**src/rtl/imem_loader_pkg.sv**
```systemverilog
// Shared types and constants for the instruction-memory byte-stream loader.
package imem_loader_pkg;

    localparam int LEN_W = 16;
    localparam logic [7:0] HDR_BYTE_DEFAULT = 8'hA5;

    typedef enum logic [2:0] {
        IDLE,
        WAIT_HDR,
        LEN_LO,
        LEN_HI,
        DATA,
        CSUM,
        DONE,
        ERROR
    } loader_state_t;

endpackage

```
**src/rtl/imem_loader_word_packer.sv**
```systemverilog
// Packs accepted stream bytes into little-endian 32-bit words; word/word_valid are
// combinational so the caller can register them on the edge that takes the 4th byte.
module word_packer (
    input  logic        clk,
    input  logic        rst_n,
    input  logic        clear,
    input  logic        byte_valid,
    input  logic [7:0]  byte_data,
    output logic [31:0] word,
    output logic        word_valid
);

    logic [23:0] shift;
    logic [1:0]  byte_cnt;

    // Only the first three bytes need storing; the fourth arrives with word_valid.
    always_ff @(posedge clk or negedge rst_n) begin
        if (!rst_n) begin
            shift    <= '0;
            byte_cnt <= '0;
        end else if (clear) begin
            shift    <= '0;
            byte_cnt <= '0;
        end else if (byte_valid) begin
            shift    <= {byte_data, shift[23:8]};
            byte_cnt <= byte_cnt + 2'd1;
        end
    end

    assign word       = {byte_data, shift};
    assign word_valid = byte_valid && (byte_cnt == 2'd3);

endmodule

```
**src/rtl/imem_loader.sv**
```systemverilog
// Framed byte-stream program loader: writes instruction memory and holds the CPU
// in reset until a frame with a valid checksum has been fully loaded.
module imem_loader
    import imem_loader_pkg::*;
#(
    parameter int         ADDR_W   = 8,
    parameter logic [7:0] HDR_BYTE = HDR_BYTE_DEFAULT
) (
    input  logic              clk,
    input  logic              rst_n,
    input  logic              start,
    input  logic              in_valid,
    input  logic [7:0]        in_data,
    output logic              in_ready,
    output logic              mem_wr_en,
    output logic [ADDR_W-1:0] mem_addr,
    output logic [31:0]       mem_wdata,
    output logic              cpu_rst_n,
    output logic              busy,
    output logic              done,
    output logic              err,
    output logic [ADDR_W:0]   words_loaded
);

    localparam int DEPTH = 1 << ADDR_W;

    loader_state_t     state, next_state;
    logic [7:0]        len_lo;
    logic [LEN_W-1:0]  words_left;
    logic [ADDR_W-1:0] addr_cnt;
    logic [7:0]        csum_acc;
    logic [LEN_W:0]    len_req;
    logic              accept, enter_wait, pk_valid, word_valid, in_frame_next;
    logic [31:0]       pk_word;

    assign accept   = in_valid && in_ready;
    assign pk_valid = accept && (state == DATA);
    assign len_req  = {1'b0, in_data, len_lo};

    word_packer u_packer (
        .clk        (clk),
        .rst_n      (rst_n),
        .clear      (enter_wait),
        .byte_valid (pk_valid),
        .byte_data  (in_data),
        .word       (pk_word),
        .word_valid (word_valid)
    );

    always_comb begin
        next_state = state;
        enter_wait = 1'b0;
        case (state)
            IDLE, DONE, ERROR: begin
                if (start) begin
                    next_state = WAIT_HDR;
                    enter_wait = 1'b1;
                end
            end
            WAIT_HDR: if (accept && in_data == HDR_BYTE) next_state = LEN_LO;
            LEN_LO:   if (accept) next_state = LEN_HI;
            LEN_HI: begin
                if (accept) begin
                    if (len_req > (LEN_W+1)'(DEPTH))
                        next_state = ERROR;
                    else if (len_req == '0)
                        next_state = CSUM;
                    else
                        next_state = DATA;
                end
            end
            DATA:     if (word_valid && words_left == LEN_W'(1)) next_state = CSUM;
            CSUM:     if (accept) next_state = (in_data == csum_acc) ? DONE : ERROR;
            default:  next_state = IDLE;
        endcase
    end

    assign in_frame_next = next_state inside {WAIT_HDR, LEN_LO, LEN_HI, DATA, CSUM};

    // Status outputs are registered from next_state so they line up with the state register.
    always_ff @(posedge clk or negedge rst_n) begin
        if (!rst_n) begin
            state        <= IDLE;
            in_ready     <= 1'b0;
            busy         <= 1'b0;
            done         <= 1'b0;
            err          <= 1'b0;
            cpu_rst_n    <= 1'b0;
            mem_wr_en    <= 1'b0;
            mem_addr     <= '0;
            mem_wdata    <= '0;
            words_loaded <= '0;
            addr_cnt     <= '0;
            words_left   <= '0;
            len_lo       <= '0;
            csum_acc     <= '0;
        end else begin
            state     <= next_state;
            in_ready  <= in_frame_next;
            busy      <= in_frame_next;
            mem_wr_en <= word_valid;
            if (enter_wait) begin
                cpu_rst_n    <= 1'b0;
                done         <= 1'b0;
                err          <= 1'b0;
                words_loaded <= '0;
                addr_cnt     <= '0;
                csum_acc     <= '0;
            end else begin
                if (next_state == IDLE)
                    cpu_rst_n <= 1'b1;
                if (accept && state inside {LEN_LO, LEN_HI, DATA})
                    csum_acc <= csum_acc ^ in_data;
                if (accept && state == LEN_LO)
                    len_lo <= in_data;
                if (accept && state == LEN_HI)
                    words_left <= len_req[LEN_W-1:0];
                if (word_valid) begin
                    mem_addr     <= addr_cnt;
                    mem_wdata    <= pk_word;
                    addr_cnt     <= addr_cnt + ADDR_W'(1);
                    words_loaded <= words_loaded + (ADDR_W+1)'(1);
                    words_left   <= words_left - LEN_W'(1);
                end
                if (state == CSUM && next_state == DONE) begin
                    done      <= 1'b1;
                    cpu_rst_n <= 1'b1;
                end
                if (state != ERROR && next_state == ERROR)
                    err <= 1'b1;
            end
        end
    end

endmodule

```
**config.mk**
```make
export PLATFORM = sky130hd
export DESIGN_NAME = imem_loader
export DESIGN_NICKNAME = d
export VERILOG_FILES = /design/src/rtl/imem_loader_pkg.sv /design/src/rtl/imem_loader_word_packer.sv /design/src/rtl/imem_loader.sv
export SDC_FILE = /design/constraint.sdc
export NUM_CORES = 1
export LEC_CHECK = 0
export ABC_AREA = 1
export BUFFER_PORTS_ARGS = -buffer_cell sky130_fd_sc_hd__buf_2
export CAP_MARGIN = 20
export CORE_AREA = 4 4 117 119
export CTS_BUF_LIST = sky130_fd_sc_hd__clkbuf_4 sky130_fd_sc_hd__clkbuf_8
export CTS_CLUSTER_SIZE = 30
export DETAILED_ROUTE_END_ITERATION = 8
export DIE_AREA = 0 0 121 123
export PLACE_DENSITY = 0.63
export SETUP_SLACK_MARGIN = 0.1
export SYNTH_ARGS = -nofsm -noshare
export SYNTH_HDL_FRONTEND = slang
export SYNTH_SLANG_ARGS = --single-unit
```
**constraint.sdc**
```tcl
create_clock -name clk -period 2.9 [get_ports clk]
set_clock_uncertainty 0.1 [all_clocks]
set_input_delay 0 -clock clk [delete_from_list [all_inputs] [get_ports clk]]
set_output_delay 0 -clock clk [all_outputs]
set_load 0.01 [all_outputs]
```
Word-level counts from Yosys, hierarchy flattened
Index checks and enable logic that the tools add are counted.

$add $sub $neg: 4. Order comparisons: 1. Eq/ne operators: 19. Muxes and demuxes: 31. Bitwise gates (word level): 2. Reduce and logical (&&, ||, !) cells: 26.

Operators with widths (count): $mux W24 (2); $mux W16 (2); $mux W8 (4); $eq A3 B3 Y1 const B (8); $mux W3 (6); $mux W9 (2); $pmux W3 S6 (1); $logic_not A17 Y1 (1); $eq A16 B1 Y1 const B (1); $gt A16 B9 Y1 const B (1); $sub A16 B1 Y16 const B (1); $eq A3 B2 Y1 const B (4); $reduce_bool A2 Y1 (6); $mux W1 (11); $logic_and A1 B1 Y1 (10); $add A9 B1 Y9 const B (1); $add A8 B1 Y8 const B (1); $eq A8 B8 Y1 (1); $eq A8 B8 Y1 const B (1); $xor A8 B8 Y8 (1); $eq A3 B1 Y1 const B (2); $logic_not A3 Y1 (2); $mux W2 (3); $reduce_and A2 Y1 (3); 7 further kinds (8).

Register bits: 123. Input port bits: 12. Output and inout bits: 55.

Longest topological paths before layout
Word-level depth: 10. Gate-level depth with buffers: 14.

Hierarchy
Synthesis repeated with hierarchy kept, for this count alone.

Cell total of the unflattened synthesis: 701. Area total of the unflattened synthesis: 5962.0 sq um.

By module, submodules not included: imem_loader (times used 1, cells each 576, area an instance 4697.0 sq um, sequential area each 2427.3 sq um); word_packer (times used 1, cells each 125, area an instance 1265.0 sq um, sequential area each 650.6 sq um).

Worst setup path after synthesis
No wires, ideal clock.

Kind: reg2reg. Start: reg words_left[0]. End: reg words_left[14]. Library setup time: 123 ps. Arrival: 1475 ps. Required time: 2677 ps. Slack: 1202 ps. Cell stages (with the launch flop): 12. Path buffers: 0. Period minus slack after synthesis: 1698 ps. Cell sequence: dfrtp_1 inv_1 ha_1 nand3_1 nor2_1 inv_1 nor2_1 nand3b_1 a21oi_1 nand2_1 nand2_1 o21ai_1.

Word-level cells in the longest chain between the ends: 2.

RTL lines: start: declaration (RTL line imem_loader.sv:29) `logic [LEN_W-1:0] words_left;`; start signal: assignment (RTL line imem_loader.sv:117) `words_left <= len_req[LEN_W-1:0];`; start signal: assignment (RTL line imem_loader.sv:123) `words_left <= words_left - LEN_W'(1);`; $sub A16 B1 Y16 (RTL line imem_loader.sv:123); $mux W16 (RTL line imem_loader.sv:118) `if (word_valid) begin`.

No other way between the ends. A chain may end at the register's enable or synchronous reset.

Worst setup path after layout
Start: reg state[0]. End: reg busy.

Word-level cells in the longest chain between the ends: 8. Elaborated cells between the ends (all ways): 25.

RTL lines: start: declaration (RTL line imem_loader.sv:27) `loader_state_t state, next_state;`; start signal: assignment (RTL line imem_loader.sv:98) `state <= next_state;`; $eq A3 B3 Y1 (RTL line imem_loader.sv:37, imem_loader.sv:53); $logic_and A1 B1 Y1 (RTL line imem_loader.sv:37) `assign pk_valid = accept && (state == DATA);`; $logic_and A1 B1 Y1 (RTL line imem_loader_word_packer.sv:31) `assign word_valid = byte_valid && (byte_cnt == 2'd3);`; $logic_and A1 B1 Y1 (RTL line imem_loader.sv:72) `DATA: if (word_valid && words_left == LEN_W'(1)) next_state = CSUM;`; $mux W3 (RTL line imem_loader.sv:72); $pmux W3 S6 (*) (RTL line imem_loader.sv:53) `case (state)`; $eq A3 B1 Y1 (tied with other cells) (RTL line imem_loader.sv:78) `assign in_frame_next = next_state inside {WAIT_HDR, LEN_LO, LEN_HI, DATA, CSUM};`; $reduce_bool A5 Y1 (*) (RTL line imem_loader.sv:78); named net in_frame_next (RTL line imem_loader.sv:33) `logic accept, enter_wait, pk_valid, word_valid, in_frame_next;`; end signal: assignment (RTL line imem_loader.sv:100) `busy <= in_frame_next;`; end: declaration (RTL line imem_loader.sv:19) `output logic busy,`.

Mark *: on every way through the listed nets, which the timed path passes. The rest lies on a longest branch.

==> impl_metrics.ini <==
[outcome]
outcome = completed

[synthesis]
avgSynthCellArea_um2 = 8.58
async_flop_share = 1.00
synth_top_cell_by_area = dfrtp_1
synth_edf_count = 0
yosysTopAreaCellShare = 0.554
synth.area.top_cells = dfrtp_1, nand2_1, o21ai_0
synth_cells = 647
yosysUniqueCellTypes = 33
yosysWarnings = 0
synthFlopType = dfrtp_1
ys_seq_elements = 123
synth_area_um2 = 5550
yosysSeqAreaShare = 0.554
syn_nets = 664

[sta]
finalCriticalPeriod_ns = 2.28
fin_ws_ns = 0.624
rsz0062_at_grt = false
slew_viol_final = 0
fmax_mhz = 439
slew_headroom = 0.491
fin_setup_tns_ns = 0
setup_viol = 0
finalHoldViolations = 0
tightest_slew_ns = 0.764
fin_crit_sh = 0.785

[critical_path]
cpMostUsedCell = nor2_1
cpLargestDelayFamily = simple AND/OR/NAND/NOR gates
cp_num_buf_inv = 2
worst_r2r_path_depth = 11
critPathSlowestCell = buf_4
required_ns = 3.13
cp_data_arrival_time_ns = 2.50
worstReg2RegEnd = busy
worstPathCellList = clkinv_1 > nand2_2 > nor2_8 > nand2_4 > buf_4 > nor2_1 > nor2_1 > nand4_1 > nand2_1 > nand3_1 > and2_1
rr_startpoint = state[0]
r2r_slack_ns = 0.62
end_kind = register
worstSetupStartpointType = register
crit_fanout = 50
critPathMaxStageDelay_ns = 0.41
worstSetupPathType = register to register
startpoint = state[0]

[clock_tree]
cts_tree = built
cts.clk_slew.worst_paths_ns = 0.07
cts_root_buffer = clkbuf_8
post_cts_buffers = 0
cts_made_buffers = 17
h-tree-depth = 4
clockBufferDepth = 2
cts.sinks = 123
clk_latency_ns = 0.44

[routing]
vias = 4658
drc_errors = 0
dr.pass1.iters = 6
wl_per_cell_um = 14.4
vias_per_cell = 5.14
drtIter0Drc = 306
wl_mm = 13.1
antenna_left = 0

[power]
switching_share = 0.339
vdd_ir_drop_max_v = 0.000352
clockPowerShare = 0.308
power.density_nw_per_um2 = 806
p_int_mw = 3.50
combPwrFrac = 0.264
leakagePower_nw = 3.30
p_switching_mw = 1.79
power.share.sequential = 0.428

[floorplanning]
die_h_um = 123
die_area_um2 = 14900
start_util = 0.442
boundaryPins = 67
fp-row-count = 41
die_w_um = 121
core_um2 = 12600

[placed_design]
place_ws_ns = 0.662
gp_congestion = 0.939
post-dp-hpwl_mm = 8.97
portBuffers = 66
placed_cell_area_um2 = 6030
numPlacedInstances = 866

[grt]
grt_overflow = 0
grt_max_degree = 66
grt_pass1_vias = 4489
antenna_found_initial = 0
grt_pass1_wl_mm = 22.0
grt_usage = 0.188

[finish]
nets = 740
drive_gt1_frac = 0.155
multiInputGateArea_um2 = 2030
finalNonFillerCells = 906
final_area_um2 = 6560
postLayoutCoreUtil = 0.522
syn_to_final_growth_pct = 18.0
layout_common_cells = nand2_1, dfrtp_1, o21ai_0, inv_1, buf_2
antenna_cells = 0
seq_area_um2 = 3080
layout_commonest_cell = nand2_1
fillers = 1171

[run]
max_cap_viol_count = 0

[min_path]
hold_depth = 5
holdPathEnd = u_packer.byte_cnt[1]
holdCritStartpoint = in_valid
hp-class = input port to register
==> power by group through the flow <==
stage	logic [mW]	registers (mW)	clock network, mW
after detailed placement	1.37	2.28	0
after global routing	1.60	2.30	1.75
final	1.39	2.26	1.63
after CTS	1.39	2.26	1.67
after floorplan	1.03	2.24	0
after global placement	1.34	2.27	0
==> kinds of logic after synthesis <==
| logic type | share of synthesized area |
|---|---|
| compound gates | 0.143 |
| flops | 0.554 |
| xor+xnor | 0.0189 |
| fa+ha+maj | 0.0113 |
| buf+inv | 0.0802 |
| simple gates | 0.192 |
==> tightest hold or removal path, cell delays in order <==
cell and delay (ns):
buf_2 0.10, nand2_1 0.28, nor2_8 0.10, nand2_1 0.05
nand2_1 0.05
==> cell usage after synthesis (4+ instances only) <==
master	instances
nand3_1	22
inv_1	79
buf_2	13
nor2_1	54
o21ai_0	85
o22ai_1	33
dfrtp_1	123
clkinv_1	4
nor3_1	7
xor2_1	9
nand2_1	140
inv_2	4
clkbuf_1	8
nand4_1	12
o21ai_1	8
ha_1	5
a21oi_1	18
==> what timing repair did <==
item	in CTS	in global routing
hold endpoints to repair	96	0
resized for setup	0	0
hold buffers	10	0
==> stage by stage <==
step                total power [mW]  hold WS (ns)
floorplan                       3.27        -0.396
global placement                3.61        0.0219
detailed placement              3.66        0.0391
CTS                             5.32        0.0636
global route                    5.65         0.114
finish                          5.29        0.0744
==> sequential cells by signal (all words and copies together), names as in the netlist <==
name               count
words_loaded           9
cpu_rst_n              1
busy                   1
csum_acc               8
mem_addr               8
mem_wdata             32
state                  3
err                    1
u_packer.shift        24
words_left            16
len_lo                 8
mem_wr_en              1
u_packer.byte_cnt      2
addr_cnt               8
done                   1
==> layout make-up <==
type	instances	share of cell area
sequential	123	0.470
clock buffer	22	0.0424
timing repair buffer	80	0.0725
inverter	88	0.0512
multi-input combinational	413	0.310
clock inverter	8	0.0220
tap	172	0.0328
==> metal layers <==
metal | track usage | vias to the layer above | part of all wire
met4 | 0.0850 | 0 | 0.029
met1 | 0.247 | 2205 | 0.46
met2 | 0.293 | 151 | 0.46
met3 | 0.0503 | 31 | 0.054
li1 | - | 2271 | -
met5 | 0 | - | 0
==> worst max path at each step <==
stage                     slack [ns]             end  cells after the start
after floorplan                 1.20  words_left[14]                     11
after global routing            0.41       cpu_rst_n                     13
final                           0.62            busy                     11
after global placement          0.76            busy                     11
after detailed placement        0.66            busy                     11
after CTS                       0.65            busy                     11
Power figures use the tool's default switching activity.
